**config.mk**
```make
export PLATFORM = sky130hd
export DESIGN_NAME = hub75_bcm_scanner_flat
export DESIGN_NICKNAME = d
export VERILOG_FILES = /design/src/rtl/hub75_bcm_scanner_if.sv /design/src/rtl/hub75_bcm_scanner.sv /design/src/flat_wrapper.sv
export SDC_FILE = /design/constraint.sdc
export NUM_CORES = 1
export LEC_CHECK = 0
export ABC_AREA = 1
export BUFFER_PORTS_ARGS = -buffer_cell sky130_fd_sc_hd__buf_2
export CAP_MARGIN = 20
export CORE_AREA = 2 2 144 90
export CTS_BUF_LIST = sky130_fd_sc_hd__clkbuf_8
export DETAILED_ROUTE_END_ITERATION = 10
export DIE_AREA = 0 0 146 92
export GPL_TIMING_DRIVEN = 0
export PLACE_DENSITY = 0.73
export SYNTH_ARGS = -nofsm -noshare
export SYNTH_HDL_FRONTEND = slang
export SYNTH_SLANG_ARGS = --single-unit
```
**constraint.sdc**
```tcl
create_clock -name clk -period 13.3 [get_ports clk]
set_clock_uncertainty 0.1 [all_clocks]
set_input_delay 1.995 -clock clk [delete_from_list [all_inputs] [get_ports clk]]
set_output_delay 1.995 -clock clk [all_outputs]
set_load 0.01 [all_outputs]
```
**src/rtl/hub75_bcm_scanner_if.sv**
```systemverilog
// Frame-buffer read port and HUB75 panel pins of the BCM scanner.
interface hub75_bcm_scanner_if #(
    parameter int unsigned MATRIX_WIDTH  = 64,
    parameter int unsigned MATRIX_HEIGHT = 64,
    parameter int unsigned BIT_DEPTH     = 6
);
    localparam int unsigned SCAN = MATRIX_HEIGHT / 2;
    localparam int unsigned AW   = $clog2(MATRIX_WIDTH * SCAN);
    localparam int unsigned RW   = $clog2(SCAN);

    logic [AW-1:0]          r_addr;
    logic [3*BIT_DEPTH-1:0] rgb_0;
    logic [3*BIT_DEPTH-1:0] rgb_1;
    logic [1:0]             r;
    logic [1:0]             g;
    logic [1:0]             b;
    logic [RW-1:0]          addr;
    logic                   led_clk;
    logic                   latch;
    logic                   oe_n;

    modport master (
        output r_addr, r, g, b, addr, led_clk, latch, oe_n,
        input  rgb_0, rgb_1
    );

    modport slave (
        input  r_addr, r, g, b, addr, led_clk, latch, oe_n,
        output rgb_0, rgb_1
    );
endinterface

```
**src/rtl/hub75_bcm_scanner.sv**
```systemverilog
// HUB75 scanner: per row and bit plane, shift a plane out, latch it, then
// light it for BASE_TICKS<<plane cycles scaled by the global brightness.
module hub75_bcm_scanner #(
    parameter int unsigned MATRIX_WIDTH  = 64,
    parameter int unsigned MATRIX_HEIGHT = 64,
    parameter int unsigned BIT_DEPTH     = 6,
    parameter int unsigned BASE_TICKS    = 4
) (
    input  logic                       clk,
    input  logic                       rst,
    input  logic                       go,
    input  logic                       stop,
    input  logic [7:0]                 brightness,
    hub75_bcm_scanner_if.master        bus,
    output logic                       busy,
    output logic                       frame_done
);
    localparam int unsigned SCAN = MATRIX_HEIGHT / 2;
    localparam int unsigned RW   = $clog2(SCAN);
    localparam int unsigned CLW  = $clog2(MATRIX_WIDTH);
    localparam int unsigned AW   = RW + CLW;
    localparam int unsigned DMAX = BASE_TICKS << (BIT_DEPTH - 1);
    localparam int unsigned CW   = $clog2(DMAX) + 1;
    localparam int unsigned PW   = (BIT_DEPTH > 1) ? $clog2(BIT_DEPTH) : 1;
    localparam int unsigned MW   = CW + 9;

    localparam logic [2:0] S_IDLE     = 3'd0;
    localparam logic [2:0] S_PREFETCH = 3'd1;
    localparam logic [2:0] S_SHIFT    = 3'd2;
    localparam logic [2:0] S_LATCH    = 3'd3;
    localparam logic [2:0] S_DISPLAY  = 3'd4;

    logic [2:0]     state_q, state_d;
    logic [AW-1:0]  r_addr_q, r_addr_d;
    logic [1:0]     r_q, r_d, g_q, g_d, b_q, b_d;
    logic [RW-1:0]  addr_q, addr_d;
    logic           led_clk_q, led_clk_d;
    logic           latch_q, latch_d;
    logic           oe_n_q, oe_n_d;
    logic           busy_q, busy_d;
    logic           frame_done_q, frame_done_d;
    logic           stop_q, stop_d;
    logic [RW-1:0]  row_q, row_d;
    logic [PW-1:0]  plane_q, plane_d;
    logic [CLW-1:0] col_q, col_d;
    logic           phase_q, phase_d;
    logic [CW-1:0]  cnt_q, cnt_d;
    logic [CW-1:0]  on_q, on_d;

    logic [CW-1:0]        dur;
    logic [MW-1:0]        on_prod;
    logic [CW-1:0]        on_new;
    logic [BIT_DEPTH-1:0] r0, g0, b0, r1, g1, b1;

    // Plane duration and lit time, full-width product before the >>8
    assign dur     = CW'(BASE_TICKS << plane_q);
    assign on_prod = MW'(dur) * (MW'(brightness) + MW'(1));
    assign on_new  = CW'(on_prod >> 8);

    assign r0 = bus.rgb_0[3*BIT_DEPTH-1 -: BIT_DEPTH];
    assign g0 = bus.rgb_0[2*BIT_DEPTH-1 -: BIT_DEPTH];
    assign b0 = bus.rgb_0[BIT_DEPTH-1:0];
    assign r1 = bus.rgb_1[3*BIT_DEPTH-1 -: BIT_DEPTH];
    assign g1 = bus.rgb_1[2*BIT_DEPTH-1 -: BIT_DEPTH];
    assign b1 = bus.rgb_1[BIT_DEPTH-1:0];

    always_ff @(posedge clk) begin
        if (rst) begin
            state_q      <= S_IDLE;
            r_addr_q     <= '0;
            r_q          <= '0;
            g_q          <= '0;
            b_q          <= '0;
            addr_q       <= '0;
            led_clk_q    <= 1'b0;
            latch_q      <= 1'b0;
            oe_n_q       <= 1'b1;
            busy_q       <= 1'b0;
            frame_done_q <= 1'b0;
            stop_q       <= 1'b0;
            row_q        <= '0;
            plane_q      <= '0;
            col_q        <= '0;
            phase_q      <= 1'b0;
            cnt_q        <= '0;
            on_q         <= '0;
        end else begin
            state_q      <= state_d;
            r_addr_q     <= r_addr_d;
            r_q          <= r_d;
            g_q          <= g_d;
            b_q          <= b_d;
            addr_q       <= addr_d;
            led_clk_q    <= led_clk_d;
            latch_q      <= latch_d;
            oe_n_q       <= oe_n_d;
            busy_q       <= busy_d;
            frame_done_q <= frame_done_d;
            stop_q       <= stop_d;
            row_q        <= row_d;
            plane_q      <= plane_d;
            col_q        <= col_d;
            phase_q      <= phase_d;
            cnt_q        <= cnt_d;
            on_q         <= on_d;
        end
    end

    always_comb begin
        state_d      = state_q;
        r_addr_d     = r_addr_q;
        r_d          = r_q;
        g_d          = g_q;
        b_d          = b_q;
        addr_d       = addr_q;
        led_clk_d    = led_clk_q;
        latch_d      = 1'b0;
        oe_n_d       = oe_n_q;
        frame_done_d = 1'b0;
        stop_d       = stop_q;
        row_d        = row_q;
        plane_d      = plane_q;
        col_d        = col_q;
        phase_d      = phase_q;
        cnt_d        = cnt_q;
        on_d         = on_q;

        if (stop && ((state_q != S_IDLE) || go)) begin
            stop_d = 1'b1;
        end

        case (state_q)
            S_IDLE: begin
                oe_n_d    = 1'b1;
                led_clk_d = 1'b0;
                if (go) begin
                    r_addr_d = '0;
                    row_d    = '0;
                    plane_d  = '0;
                    state_d  = S_PREFETCH;
                end
            end
            S_PREFETCH: begin
                col_d   = '0;
                phase_d = 1'b0;
                state_d = S_SHIFT;
            end
            S_SHIFT: begin
                // Phase 0 presents data and drops led_clk; phase 1 raises it
                if (!phase_q) begin
                    r_d       = {r1[plane_q], r0[plane_q]};
                    g_d       = {g1[plane_q], g0[plane_q]};
                    b_d       = {b1[plane_q], b0[plane_q]};
                    led_clk_d = 1'b0;
                    r_addr_d  = r_addr_q + AW'(1);
                    phase_d   = 1'b1;
                end else begin
                    led_clk_d = 1'b1;
                    phase_d   = 1'b0;
                    if (col_q == CLW'(MATRIX_WIDTH - 1)) begin
                        col_d   = '0;
                        latch_d = 1'b1;
                        addr_d  = row_q;
                        state_d = S_LATCH;
                    end else begin
                        col_d = col_q + CLW'(1);
                    end
                end
            end
            S_LATCH: begin
                led_clk_d = 1'b0;
                on_d      = on_new;
                oe_n_d    = (on_new == '0);
                cnt_d     = '0;
                state_d   = S_DISPLAY;
            end
            S_DISPLAY: begin
                if (cnt_q == dur - CW'(1)) begin
                    oe_n_d  = 1'b1;
                    cnt_d   = '0;
                    state_d = S_PREFETCH;
                    if (plane_q != PW'(BIT_DEPTH - 1)) begin
                        plane_d = plane_q + PW'(1);
                    end else begin
                        plane_d = '0;
                        if (row_q != RW'(SCAN - 1)) begin
                            row_d = row_q + RW'(1);
                        end else begin
                            row_d        = '0;
                            frame_done_d = 1'b1;
                            if (stop_q) begin
                                stop_d  = 1'b0;
                                state_d = S_IDLE;
                            end
                        end
                    end
                    r_addr_d = {row_d, CLW'(0)};
                end else begin
                    cnt_d  = cnt_q + CW'(1);
                    oe_n_d = !((cnt_q + CW'(1)) < on_q);
                end
            end
            default: begin
                state_d = S_IDLE;
            end
        endcase

        busy_d = (state_d != S_IDLE);
    end

    assign bus.r_addr  = r_addr_q;
    assign bus.r       = r_q;
    assign bus.g       = g_q;
    assign bus.b       = b_q;
    assign bus.addr    = addr_q;
    assign bus.led_clk = led_clk_q;
    assign bus.latch   = latch_q;
    assign bus.oe_n    = oe_n_q;
    assign busy        = busy_q;
    assign frame_done  = frame_done_q;
endmodule

```
**src/flat_wrapper.sv**
```systemverilog
// flat-port wrapper written by rule: the top's interface ports become plain ports
module hub75_bcm_scanner_flat 
#(
    parameter int unsigned MATRIX_WIDTH  = 64,
    parameter int unsigned MATRIX_HEIGHT = 64,
    parameter int unsigned BIT_DEPTH     = 6,
    parameter int unsigned BASE_TICKS    = 4
)
  (clk, rst, go, stop, brightness, busy, frame_done, bus_r_addr, bus_r, bus_g, bus_b, bus_addr, bus_led_clk, bus_latch, bus_oe_n, bus_rgb_0, bus_rgb_1);
  hub75_bcm_scanner_if #(.MATRIX_WIDTH(MATRIX_WIDTH), .MATRIX_HEIGHT(MATRIX_HEIGHT), .BIT_DEPTH(BIT_DEPTH)) bus_i ();
  input  logic clk;
  input  logic rst;
  input  logic go;
  input  logic stop;
  input  logic [7:0] brightness;
  output logic busy;
  output logic frame_done;
  output wire logic [$bits(bus_i.r_addr)-1:0] bus_r_addr;
  output wire logic [$bits(bus_i.r)-1:0] bus_r;
  output wire logic [$bits(bus_i.g)-1:0] bus_g;
  output wire logic [$bits(bus_i.b)-1:0] bus_b;
  output wire logic [$bits(bus_i.addr)-1:0] bus_addr;
  output wire logic [$bits(bus_i.led_clk)-1:0] bus_led_clk;
  output wire logic [$bits(bus_i.latch)-1:0] bus_latch;
  output wire logic [$bits(bus_i.oe_n)-1:0] bus_oe_n;
  input wire logic [$bits(bus_i.rgb_0)-1:0] bus_rgb_0;
  input wire logic [$bits(bus_i.rgb_1)-1:0] bus_rgb_1;
  assign bus_r_addr = bus_i.r_addr;
  assign bus_r = bus_i.r;
  assign bus_g = bus_i.g;
  assign bus_b = bus_i.b;
  assign bus_addr = bus_i.addr;
  assign bus_led_clk = bus_i.led_clk;
  assign bus_latch = bus_i.latch;
  assign bus_oe_n = bus_i.oe_n;
  assign bus_i.rgb_0 = bus_rgb_0;
  assign bus_i.rgb_1 = bus_rgb_1;
  hub75_bcm_scanner #(.MATRIX_WIDTH(MATRIX_WIDTH), .MATRIX_HEIGHT(MATRIX_HEIGHT), .BIT_DEPTH(BIT_DEPTH), .BASE_TICKS(BASE_TICKS)) u_core (.clk(clk), .rst(rst), .go(go), .stop(stop), .brightness(brightness), .bus(bus_i), .busy(busy), .frame_done(frame_done));
endmodule
```
Yosys cells after proc, flatten, opt, wreduce, memory -nomap -nowiden. Index checks and enable logic that the tools add are counted.

Input bits: 48. Word-level logic and storage cells: 118. Latch bits: 0. Bits in registers: 62. Bits in read-only memories: 0. RAM bits: 0. Output and inout bits: 27. Memories: 0.

Shift-type cells: 1. Reductions and logical operators: 21. Bitwise gates (word level): 4. $lt $le $gt $ge: 2. Divide/modulo/power cells: 0. Add/subtract/negate cells: 7. Equal/unequal tests: 12. Muxes and demuxes: 52. Multiply operators: 1.

Operators by type and width (count): 11-bit two-way mux (3); 11-bit case mux with 3 select lines (1); 3-bit two-way mux (9); 5-bit two-way mux (4); 1-bit binary-select mux with 3-bit select (6); 1-bit two-way mux (18); 8-bit by 17-bit multiplier with 16-bit output (1); 8-bit case mux with 2 select lines (1); 3-bit case mux with 5 select lines (1); 6-bit two-way mux (2); 6-bit case mux with 2 select lines (1); 3-bit nonzero test (4); 11-bit by 1-bit adder with 11-bit output, second input constant (1); 5-bit case mux with 2 select lines (1); 8-bit by 1-bit adder with 9-bit output, second input constant (1); 8-bit by 1-bit adder with 8-bit output, second input constant (1); 8-bit == test (1); 8-bit logical NOT (1); 8-bit less-than comparator (1); 8-bit two-way mux (1); 2-bit nonzero test (4); 3-bit by 3-bit left shift with 8-bit output, first input constant (1); 8-bit by 1-bit subtractor with 8-bit output, second input constant (1); 6-bit by 1-bit adder with 6-bit output, second input constant (1); other kinds (25) (34).

Longest topological paths before layout.
Word-level depth: 9. Gate-level depth with buffers: 31. Depth with buffers taken out: 30.

Worst setup path before layout. Ideal clock, no wire load.

Kind: input to register. From: in brightness[0]. To: reg u_core.oe_n_q, in the netlist u_core.bus.oe_n. Path buffers: 1. Library setup time: 0.112 ns. Setup slack: 7.228 ns. Cell stages on the path: 30. Arrival time: 5.859 ns. Data required time: 13.088 ns. Cell sequence: ha_1 nand2_1 nor2_1 inv_1 o21ai_0 and2_1 clkbuf_1 nand2_1 fa_1 inv_1 fa_1 inv_1 fa_1 inv_1 ha_1 ha_1 nand2_1 nand2_1 inv_1 nand2_1 nand2_1 nand2_1 inv_1 nand2_1 nand2_1 inv_2 nand2_1 nand3_1 nand2_1 nand2_1.

Word-level cells in the longest chain between the ends: 4.

Ends and longest elaborated chain: start: declaration (RTL line flat_wrapper.sv:15) `input logic [7:0] brightness;`; 8-bit by 1-bit adder with 9-bit output (RTL line hub75_bcm_scanner.sv:57) `assign on_prod = MW'(dur) * (MW'(brightness) + MW'(1));`; 8-bit by 17-bit multiplier with 16-bit output (RTL line hub75_bcm_scanner.sv:57); 8-bit logical NOT (RTL line hub75_bcm_scanner.sv:173) `oe_n_d = (on_new == '0);`; 1-bit case mux with 3 select lines (RTL line hub75_bcm_scanner.sv:132) `case (state_q)`; end signal: assignment (RTL line hub75_bcm_scanner.sv:96) `oe_n_q <= oe_n_d;`; end: declaration (RTL line hub75_bcm_scanner.sv:39) `logic oe_n_q, oe_n_d;`.

No other way between the ends. A chain may end at the register's enable or synchronous reset.

Worst setup path in the final report. Ends and elaborated chain as after synthesis.

==> flow_summary.json <==
{
  "status": "complete, no violations",
  "hold_path_depth": 2,
  "period_minus_slack_ns": 6.40,
  "final_common_cell": "nand2_1",
  "tns_ns": 0,
  "cp_data_arrival_time_ns": 6.56,
  "antenna_cells": 0,
  "relSlewSlack_pct": 61.7,
  "fin_util_pct": 49.7,
  "ff2ff_setup_slack_ns": 8.00,
  "clk_pin_slew_worst_paths_ns": 0.07,
  "worstHoldPathType": "register to register",
  "cp_slowest_cell": "fa_1",
  "crit_path_end_kind": "register",
  "rows": 32,
  "critical_path_class": "primary input to register",
  "synth_top_area_share_pct": 23.1,
  "critPathBufInv": 8,
  "crit_family": "adder cells",
  "grt_use_total_pct": 21.7,
  "hold_viol": 0,
  "postCtsSetupBuffers": 0,
  "path_max_fanout": 6,
  "gr-total-overflow": 0,
  "drt-total-wl_mm": 13.9,
  "p_per_area_nw_per_um2": 79.4,
  "numCtsBuffers": 9,
  "place_hpwl_mm": 11.1,
  "grt_max_degree": 11,
  "holdBufCountCts": 0,
  "core_region_area_um2": 12300,
  "firstDrtPassIters": 5,
  "start_kind": "primary input",
  "start_util_pct": 43.5,
  "synth_seq_cells": 62,
  "postSynthAreaPerCell_um2": 6.74,
  "area_growth_pct": 14.3,
  "vias_per_cell": 5.05,
  "ir_worst_vdd_mv": 0.0425,
  "cts_tree": "yes",
  "yosysTopAreaCell": "dfxtp_1",
  "synth-edff-count": 0,
  "rr_worst_depth": 27,
  "grt_pass1_wl_mm": 23.4,
  "dr_total_vias": 5338,
  "cts_resized": 0,
  "root_buffer": "clkbuf_8",
  "synthTopCellsByArea": "dfxtp_1 (23%), nand2_1 (14%), fa_1 (10%), ha_1 (9.8%), inv_1 (8.8%)",
  "drtIter0Drc": 416,
  "max_stage_delay_ns": 0.55,
  "syn_area_um2": 5360,
  "cts_max_path_buffers": 2,
  "cpMostUsedCell": "nand2_1",
  "htreeDepth": 3,
  "grt_pass1_vias": 4684,
  "crit_cells": 30,
  "ys_warn_count": 0,
  "synth_flop_cell": "dfxtp_1",
  "worst-endpoint-required_ns": 13.46,
  "fmax_ghz": 0.156,
  "finalSetupViolations": 0,
  "port_buffers": 74,
  "async_flop_share_pct": 0,
  "cts.sinks": 62,
  "maxSlewViolCount": 0,
  "dieArea_um2": 13400,
  "die_w_um": 146,
  "max-cap-violations": 0,
  "rsz0062_at_grt": "false",
  "final_cell_mix": "nand2_1 (202), inv_1 (129), nor2_1 (79)",
  "globalplace.congestion": 0.875,
  "drc": 0,
  "num-nets-final": 998,
  "antenna_found_initial": 0,
  "drive_gt1_share_pct": 14.2,
  "syn-num-nets": 913,
  "synth_cells": 796,
  "clk_latency_ns": 0.36,
  "ant_nets": 0,
  "wl_per_cell_um": 13.1,
  "die_y_um": 92,
  "ioPinCount": 75,
  "ys_types": 44,
  "worstMarginPinSlew_ns": 0.575,
  "yosysSeqAreaShare_pct": 23.1,
  "fin_crit_sh_pct": 48.1,
  "p_leak_nw": 3.05
}
## metrics by stage
stage                     instance area (µm²)  hold WS [ns]  setup slack (ns)  power [mW]  instances
final                                    6130         0.392              6.90       0.487       1056
after global routing                     6130         0.428              6.57       0.513       1056
after detailed placement                 5950         0.384              6.55       0.327       1040
after CTS                                6130         0.393              6.90       0.487       1056
after floorplan                          5360         0.357              7.23       0.290        796
after global placement                   5950         0.377              6.58       0.326       1040
## synthesized netlist by cell type (9+ instances only)
cell type and count:
nand2_1 202, fa_1 27, a22oi_1 12, nor2_1 79, o21ai_0 27, nor3_1 12
xor2_1 9, dfxtp_1 62, nand3_1 54, inv_1 126, ha_1 42, a21oi_1 53
## state kept, by name (all words and copies together), names as in the netlist, 3 cells and up
register	count
u_core.bus.addr	5
u_core.on_q	8
u_core.state_q	3
u_core.plane_q	3
u_core.row_q	5
u_core.cnt_q	8
u_core.bus.r_addr	11
u_core.col_q	6
## power by group
part	internal, mW	total [mW]	switching [mW]
logic	0.0454	0.126	0.0806
clock network	0.0838	0.161	0.0770
registers	0.193	0.200	0.00643
## final cells by class
cell class / count / area [µm²]
fill: 1247 / 6200
multi-input combinational: 581 / 3520
sequential: 62 / 1240
inverter: 136 / 515
timing repair buffer: 74 / 370
tap: 170 / 213
clock buffer: 9 / 124
buffer: 17 / 91.3
clock inverter: 7 / 58.8
## path summary, 6_finish.rpt
check / from / endpoint
worst max-delay path: brightness[0] / u_core.bus.oe_n
worst min-delay path: u_core.on_q[3] / u_core.on_q[3]
worst max register to register: u_core.plane_q[0] / u_core.bus.oe_n
worst min register to register: u_core.on_q[3] / u_core.on_q[3]
## worst register-to-register path: stages (launching register included)
cell,delay [ns]
dfxtp_1,0.45
nand2_1,0.16
inv_1,0.21
ha_1,0.18
clkbuf_1,0.42
inv_1,0.22
nor2_1,0.17
fa_1,0.45
fa_1,0.55
inv_1,0.06
fa_1,0.59
inv_1,0.06
ha_1,0.28
ha_1,0.32
nand2_1,0.10
nand2_1,0.09
nand2_1,0.08
nand2_1,0.08
nand2_1,0.08
nand2_1,0.08
inv_1,0.06
nand2_1,0.04
nand2_1,0.06
inv_2,0.05
nand2_1,0.07
nand3_1,0.09
nand2_1,0.08
nand2_1,0.05
## layer usage
| layer | wire, µm | vias up | global-route usage (%) |
|---|---|---|---|
| li1 | - | 2716 | - |
| met1 | 7530 | 2408 | 35.4 |
| met2 | 5000 | 202 | 28.8 |
| met3 | 1270 | 12 | 4.63 |
| met4 | 97 | 0 | 3.48 |
| met5 | 0 | - | 0 |
## logic make-up (layout without fill, tap and decap cells)
| group | count (synthesis) | count (layout) | share of synthesized area [%] |
|---|---|---|---|
| AND/OR/NAND/NOR | 383 | 383 | 31.5 |
| buffers and inverters | 153 | 243 | 11.3 |
| XOR/XNOR | 10 | 10 | 1.63 |
| flip-flops | 62 | 62 | 23.1 |
| AO/OA/AOI/OAI | 119 | 119 | 12.5 |
| adder cells (fa/ha/maj) | 69 | 69 | 19.9 |
(Power assumes the default switching activity.)
